**config.mk**
```make
export PLATFORM = sky130hd
export DESIGN_NAME = regfile_wb_arbiter
export DESIGN_NICKNAME = d
export VERILOG_FILES = /design/src/rtl/regfile_wb_arbiter.sv
export SDC_FILE = /design/constraint.sdc
export NUM_CORES = 1
export LEC_CHECK = 0
export CAP_MARGIN = 20
export CELL_PAD_IN_SITES_DETAIL_PLACEMENT = 0
export CELL_PAD_IN_SITES_GLOBAL_PLACEMENT = 2
export CORE_ASPECT_RATIO = 1.1
export CORE_UTILIZATION = 29
export CTS_CLUSTER_SIZE = 30
export DETAILED_ROUTE_END_ITERATION = 10
export PLACE_DENSITY = 0.81
export SKIP_CTS_REPAIR_TIMING = 1
export SYNTH_ARGS = -nofsm -noshare
export SYNTH_HDL_FRONTEND = slang
export SYNTH_SLANG_ARGS = --single-unit
```
**constraint.sdc**
```tcl
create_clock -name clk -period 5.7 [get_ports clk]
set_input_delay 1.14 -clock clk [delete_from_list [all_inputs] [get_ports clk]]
set_output_delay 1.14 -clock clk [all_outputs]
set_load 0.1 [all_outputs]
```
**src/rtl/regfile_wb_arbiter.sv**
```systemverilog
// Write-back arbiter: round-robin between the ALU and load producers, feeding a 2-entry
// FIFO that drives the register file write port, with busy-mask and forwarding lookup.
module regfile_wb_arbiter #(
   parameter bit DISCARD_R0 = 1'b1
) (
   input  logic        clk,
   input  logic        rst,
   input  logic        req0_valid,
   input  logic [3:0]  req0_reg,
   input  logic [15:0] req0_data,
   output logic        req0_ready,
   input  logic        req1_valid,
   input  logic [3:0]  req1_reg,
   input  logic [15:0] req1_data,
   output logic        req1_ready,
   input  logic        wr_hold,
   output logic        write_en,
   output logic [3:0]  dst_reg,
   output logic [15:0] dst_data,
   output logic [15:0] busy_mask,
   input  logic [3:0]  lookup_reg,
   output logic        fwd_hit,
   output logic [15:0] fwd_data
);
   logic [1:0]  count_q, count_d;
   logic        head_q, head_d;
   logic        rr_last_q, rr_last_d;
   logic [3:0]  ent_reg_q  [2];
   logic [15:0] ent_data_q [2];
   logic [1:0]  ent_valid;

   logic        space, grant, hs, push, pop, tail;
   logic [3:0]  push_reg;
   logic [15:0] push_data;

   always_comb begin
      space = (count_q < 2'd2) && rst;
      // On a tie the requester that did not win last time goes next.
      if (req0_valid && req1_valid) grant = ~rr_last_q;
      else                          grant = req1_valid;
      req0_ready = space && req0_valid && !grant;
      req1_ready = space && req1_valid && grant;
      hs         = req0_ready || req1_ready;
      push_reg   = grant ? req1_reg  : req0_reg;
      push_data  = grant ? req1_data : req0_data;
      push       = hs && !(DISCARD_R0 && (push_reg == 4'd0));
      write_en   = (count_q != 2'd0) && !wr_hold;
      pop        = write_en;
      tail       = head_q ^ count_q[0];
      dst_reg    = (count_q != 2'd0) ? ent_reg_q[head_q]  : 4'd0;
      dst_data   = (count_q != 2'd0) ? ent_data_q[head_q] : 16'd0;
   end

   always_comb begin
      count_d   = count_q + {1'b0, push} - {1'b0, pop};
      head_d    = pop ? ~head_q : head_q;
      rr_last_d = hs ? grant : rr_last_q;
   end

   always_ff @(posedge clk or negedge rst) begin
      if (!rst) begin
         count_q   <= 2'd0;
         head_q    <= 1'b0;
         rr_last_q <= 1'b1;
      end else begin
         count_q   <= count_d;
         head_q    <= head_d;
         rr_last_q <= rr_last_d;
      end
   end

   generate
      for (genvar gi = 0; gi < 2; gi++) begin : g_entry
         assign ent_valid[gi] = (count_q == 2'd2) || ((count_q == 2'd1) && (head_q == 1'(gi)));
         always_ff @(posedge clk) begin
            if (push && (tail == 1'(gi))) begin
               ent_reg_q[gi]  <= push_reg;
               ent_data_q[gi] <= push_data;
            end
         end
      end
   endgenerate

   // Head is checked first so the younger entry, when it also matches, overrides it.
   always_comb begin
      busy_mask = 16'd0;
      fwd_hit   = 1'b0;
      fwd_data  = 16'd0;
      for (int i = 0; i < 2; i++) begin
         if (ent_valid[i]) busy_mask[ent_reg_q[i]] = 1'b1;
      end
      if (ent_valid[head_q] && (ent_reg_q[head_q] == lookup_reg)) begin
         fwd_hit  = 1'b1;
         fwd_data = ent_data_q[head_q];
      end
      if ((count_q == 2'd2) && (ent_reg_q[~head_q] == lookup_reg)) begin
         fwd_hit  = 1'b1;
         fwd_data = ent_data_q[~head_q];
      end
   end
endmodule

```
==> results_dict.tcl, run 1 <==
set metrics [dict create \
    outcome "finished, final reports clean" \
    root_buffer "clkbuf_8" \
    dpl.hpwl_um 6030 \
    drc_errors 0 \
    synthMuxAreaShare_pct 15.9 \
    antenna_found_initial 0 \
    period_needed_ns 4.51 \
    overflow 0 \
    insertion_delay_ns 0.29 \
    hold_viol 0 \
    die_w_um 98.8 \
    start_util_pct 30.1 \
    yosys.area.top_type "edfxtp_1" \
    rows 38 \
    firstDrtPassIters 4 \
    cts_max_level 2 \
    ys_seq_area_share_pct 43.6 \
    path_max_fanout 16 \
    synth_common_cells "edfxtp_1, nand4_1, mux2i_1, nor2_1, a21oi_1" \
    crit_chain "clkdlybuf4s50_1 -> or3b_1 -> mux2i_1 -> and4_1 -> buf_4 -> a21oi_1 -> a32oi_1 -> buf_12" \
    dieArea_mm2 0.0107 \
    n_fill_cell 917 \
    synth_xor_area_share_pct 3.22 \
    area_growth_pct 48.2 \
    startpoint_type "input port" \
    cp.required_ns 4.56 \
    critPathKind "input port to primary output" \
    antenna_left 0 \
    cpPeakStageDelay_ns 0.45 \
    vias 2748 \
    vias_per_cell 5.39 \
    setup_viol 0 \
    slew_viol_final 0 \
    tightestPinTransition_ns 0.993 \
    critPathTopFamily "buffers and inverters" \
    syn_area_mm2 0.00299 \
    postSynthAreaPerCell_um2 10.3 \
    synthArstFlopShare_pct 9.09 \
    synth_top_family_by_area "simple AND/OR/NAND/NOR gates" \
    yosys-top-cells-area "edfxtp_1, mux2i_1, mux2_2, nand4_1, a21oi_1" \
    synth_edf_count 40 \
    synth_top_area_share_pct 40.2 \
    yosys.cell_types.count 39 \
    path_buf_inv 3 \
    grt_max_degree 42 \
    numCtsBuffers 5 \
    io_buffers 104 \
    synth_nets 341 \
    antenna_cells 0 \
    clock_sinks 44 \
    synthAdderAreaFrac_pct 0.837 \
    endpoint_kind "primary output" \
    cts_tree "done" \
    synth_compound_area_share_pct 14.1 \
    slew_headroom_pct 33.6 \
    synth_simple_gate_area_share_pct 17.7 \
    syn_inst 290 \
    first_global_vias 2619 \
    synth.most_common_cell "edfxtp_1" \
    cp.arrival_ns 3.37 \
    min_period_over_period_pct 79.1 \
    drtIter0Drc 88 \
    yosysWarnings 0 \
    ios 105 \
    rsz0062_at_grt "false" \
    wl_um 8330 \
    cts_buffer_depth 2 \
    max_freq_mhz 222 \
    setup-tns-final_ns 0 \
    synth_flop_cell "edfxtp_1" \
    clk_pin_slew_ns 0.08 \
    post_drt_wl_per_cell_um 16.3 \
    finalClockSkew_ns 0.00367 \
    die_y_um 109 \
    core_mm2 0.00994 \
    drive_gt1_share_pct 17.4 \
    worst_hold_path_type "flop to flop" \
    ys_ff_latch 44 \
    grt_pass1_wl_um 13300 \
    cap_viol_max_count 0 \
    place.gp.congestion 0.788 \
    critPathSlowestCell "clkdlybuf4s50_1" \
    track_usage_pct 16.1 \
    layout.nets 440 \
]
cells in the final DEF, fill, tap and decap left out, types with 2 or more instances in the layout:
master and instances:
buf_4 11, dfrtp_1 2, nand2_1 17, nand3_1 6
nand3b_1 2, edfxtp_1 40, buf_12 16, nand2b_1 9
a22oi_2 3, o32ai_1 5, or2_2 2, mux2i_1 25
xnor2_1 7, mux2_2 19, clkdlybuf4s50_1 85, inv_1 4
clkinv_1 2, a32oi_1 11, nor2_1 23, o21ai_1 2
o22ai_1 11, nand4_1 33, clkbuf_8 5, buf_8 3
ha_1 2, xor2_1 4, a21oi_1 22, nor2_2 2
a22oi_1 2
through the flow:
stage	std cells	setup WS [ns]	cell area [um2]	util (%)	hold slack, ns
2_1_floorplan	290	0.893	2990	-	0.504
3_3_place_gp	499	1.22	4280	43.1	0.518
3_5_place_dp	501	1.20	4310	43.4	0.546
4_1_cts	509	1.19	4420	44.5	0.554
5_1_grt	510	1.04	4430	44.6	0.585
6_report	510	1.19	4430	44.6	0.559
worst paths after layout:
| path | startpoint | to | slack, ns | cells after the start |
|---|---|---|---|---|
| worst max-delay path | lookup_reg[0] | fwd_data[15] | 1.19 | 8 |
| worst min-delay path | rr_last_q$_DFFE_PN1P_ | rr_last_q$_DFFE_PN1P_ | 0.56 | 2 |
| worst max register to register | rr_last_q$_DFFE_PN1P_ | count_q[1]$_DFF_PN0_ | 2.76 | 9 |
| worst min register to register | rr_last_q$_DFFE_PN1P_ | rr_last_q$_DFFE_PN1P_ | 0.56 | 2 |
| max in group asynchronous | rst | rr_last_q$_DFFE_PN1P_ | 4.38 | 1 |
| min in group asynchronous | rst | count_q[1]$_DFF_PN0_ | 1.07 | 1 |
cell families after synthesis:
group	Yosys count
buffers and inverters	27
adder cells (fa/ha/maj)	2
multiplexers	45
AND/OR/NAND/NOR	100
flip-flops	44
XOR/XNOR	11
AO/OA/AOI/OAI	61
layer usage:
metal	global-route usage (%)	up-vias	wire, um
met5	0	-	0
met2	30.1	86	4420
met1	18.8	1331	3490
met4	4.90	0	86
met3	2.46	5	328
li1	-	1326	-
worst reg2reg max path, cell delays in order (launching register included):
cell and delay [ns]:
dfstp_2 0.39, a21boi_2 0.12, buf_4 0.29, mux2_2 0.42, o41ai_1 0.80, ha_1 0.38, inv_1 0.06, ha_1 0.15
xnor2_1 0.13, xnor2_1 0.13
cell type report:
type	count	area, um2	area share, %
clock buffers	5	68.8	1.55
clock inverters	3	37.5	0.847
inverters	4	15.0	0.339
multi-input cells	219	1560	35.2
flip-flops and latches	44	1300	29.4
well taps	120	150	3.39
repair buffers	115	1300	29.3
sequential cells by signal (all words and copies together), names as in the netlist:
| signal | cells |
|---|---|
| count_q | 2 |
| ent_data_q | 32 |
| ent_reg_q | 8 |
| head_q | 1 |
| rr_last_q | 1 |
Power of run 1 is left out: the tool's default activity adds up to more than one toggle a clock period on the data nets, which glitch-free logic cannot reach.
==> inputs of run 2 (changes only) <==
CORE_UTILIZATION = 25   (was 29)
PLACE_DENSITY = 0.74   (was 0.81)
clock period = 4 ns   (was 5.7 ns; I/O delays follow)
==> run 2 against run 1 <==
Effect of this change: global-route usage down 1.4 points; cell count rose by 6.3%; sequential cell count did not move; hold slack worse by 0.023 ns; final area grew 3.6%; clock-buffer cell count grew 3; wire length up 5.8%; first-iteration DRC count is 50% higher; non-clock buffer count is 2 higher; die area up 16%; setup slack lost 0.88 ns; critical path type unchanged; critical endpoint is now fwd_data[11]; largest cell class unchanged.
==> results_dict.tcl, run 2 (synthesis results as in run 1) <==
set metrics [dict create \
    firstDrtPassIters 4 \
    endpoint_kind "primary output" \
    die_w_um 106 \
    slew_headroom_pct 56.7 \
    area_growth_pct 53.5 \
    clock_sinks 44 \
    dpl.hpwl_um 6500 \
    post_drt_wl_per_cell_um 16.3 \
    fin_util_pct 39.8 \
    root_buffer "clkbuf_16" \
    dieArea_mm2 0.0124 \
    largestRegisters "ent_data_q (32), ent_reg_q (8), count_q (2)" \
    antenna_found_initial 0 \
    min_to "rr_last_q$_DFFE_PN1P_" \
    start_util_pct 25.9 \
    seq_area_mm2 0.00130 \
    r2r_start "head_q$_DFFE_PN0P_" \
    drc_errors 0 \
    top_layer_used "met4" \
    vias 2694 \
    cp.arrival_ns 2.89 \
    top_register "ent_data_q" \
    largest_register_ffs 32 \
    track_usage_pct 14.6 \
    cap_viol_max_count 0 \
    drtIter0Drc 132 \
    overflow 0 \
    r2r_cells 4 \
    final_cell_mix "clkdlybuf4s50_1, buf_4, edfxtp_1" \
    drive_gt1_share_pct 31.1 \
    place.gp.congestion 0.756 \
    dr_wl_met2_um 4720 \
    path_max_fanout 16 \
    finalClockSkew_ns 0.00313 \
    rrSetupSlack_ns 1.58 \
    layout.nets 442 \
    antenna_cells 0 \
    n_fill_cell 1138 \
    grt_max_degree 34 \
    tightestPinTransition_ns 0.646 \
    cts_max_level 2 \
    grt_pass1_wl_um 14000 \
    setup_viol 0 \
    critPathKind "input port to primary output" \
    hold_depth 2 \
    layout_commonest_cell "clkdlybuf4s50_1" \
    rsz0062_at_grt "false" \
    first_global_vias 2703 \
    cts_buffer_depth 2 \
    cp.required_ns 3.20 \
    min_period_over_period_pct 92.2 \
    vias_per_cell 4.97 \
    startpoint_type "input port" \
    cts_tree "done" \
    io_buffers 104 \
    worst_hold_path_type "flop to flop" \
    multi_input_area_mm2 0.00166 \
    period_needed_ns 3.69 \
    wl_met3_um 379 \
    slew_viol_final 0 \
    wl_met1_um 3650 \
    core_mm2 0.0115 \
    numCtsBuffers 5 \
    rows 41 \
    outcome "finished, final reports clean" \
    clk_pin_slew_ns 0.06 \
    wl_um 8820 \
    antenna_left 0 \
    r2r_end "ent_data_q[1][7]$_DFFE_PP_" \
    ios 105 \
    holdCritStartpoint "rr_last_q$_DFFE_PN1P_" \
    die_y_um 117 \
    insertion_delay_ns 0.28 \
    max_freq_mhz 271 \
    hold_viol 0 \
]
run 2: cell types whose count changed in the layout (fill, tap and decap cells not counted), moves of 3 or more:
cell	delta
clkdlybuf4s50_1	-37
a32oi_1	-11
buf_12	+5
clkbuf_8	-3
a32oi_2	+11
buf_4	+36
clkbuf_16	+5
run 2: metrics by stage:
stage	worst slack, ns	instance area [um2]	hold WS (ns)	setup TNS [ns]	std cells
floorplan	-0.353	3090	0.504	-1.41	290
global placement	0.338	4420	0.520	0	533
detailed placement	0.315	4430	0.524	0	534
CTS	0.297	4590	0.533	0	542
global route	0.191	4590	0.560	0	542
finish	0.311	4590	0.536	0	542
run 2: worst max-delay path, cell delays in order:
cell,delay (ns)
clkdlybuf4s50_1,0.45
or3b_1,0.36
mux2i_1,0.17
and4_1,0.26
buf_4,0.24
nand2_1,0.09
a32oi_2,0.29
buf_12,0.21
run 2: routing by layer:
metal	GRT usage [%]	vias up
li1	-	1329
met3	2.01	5
met2	27.3	75
met5	0	-
met1	17.6	1285
met4	3.89	0
run 2: final cells by class:
type	instances	share of cell area, %
timing repair buffer	117	27.6
multi-input combinational	219	36.1
clock buffer	8	3.41
sequential	44	28.4
tap	150	4.09
inverter	4	0.327
run 2: how the worst max path moves through the flow:
stage                       start           end  slack (ns)  depth (start not counted)
2_1_floorplan  head_q$_DFFE_PN0P_  busy_mask[4]       -0.35                          6
6_report            lookup_reg[0]  fwd_data[11]        0.31                          8
3_3_place_gp        lookup_reg[0]   fwd_data[1]        0.34                          8
4_1_cts             lookup_reg[0]  fwd_data[11]        0.30                          8
5_1_grt             lookup_reg[0]  fwd_data[11]        0.19                          8
3_5_place_dp        lookup_reg[0]  fwd_data[11]        0.31                          8
Power of run 2 is left out for the same reason.
==> inputs of run 3 (changes only) <==
SETUP_SLACK_MARGIN = 0.15   (was unset)
==> results of run 3 <==
Same layout as run 2: the final DEF is identical, and so are final timing and power.
Power of run 3 is left out for the same reason.
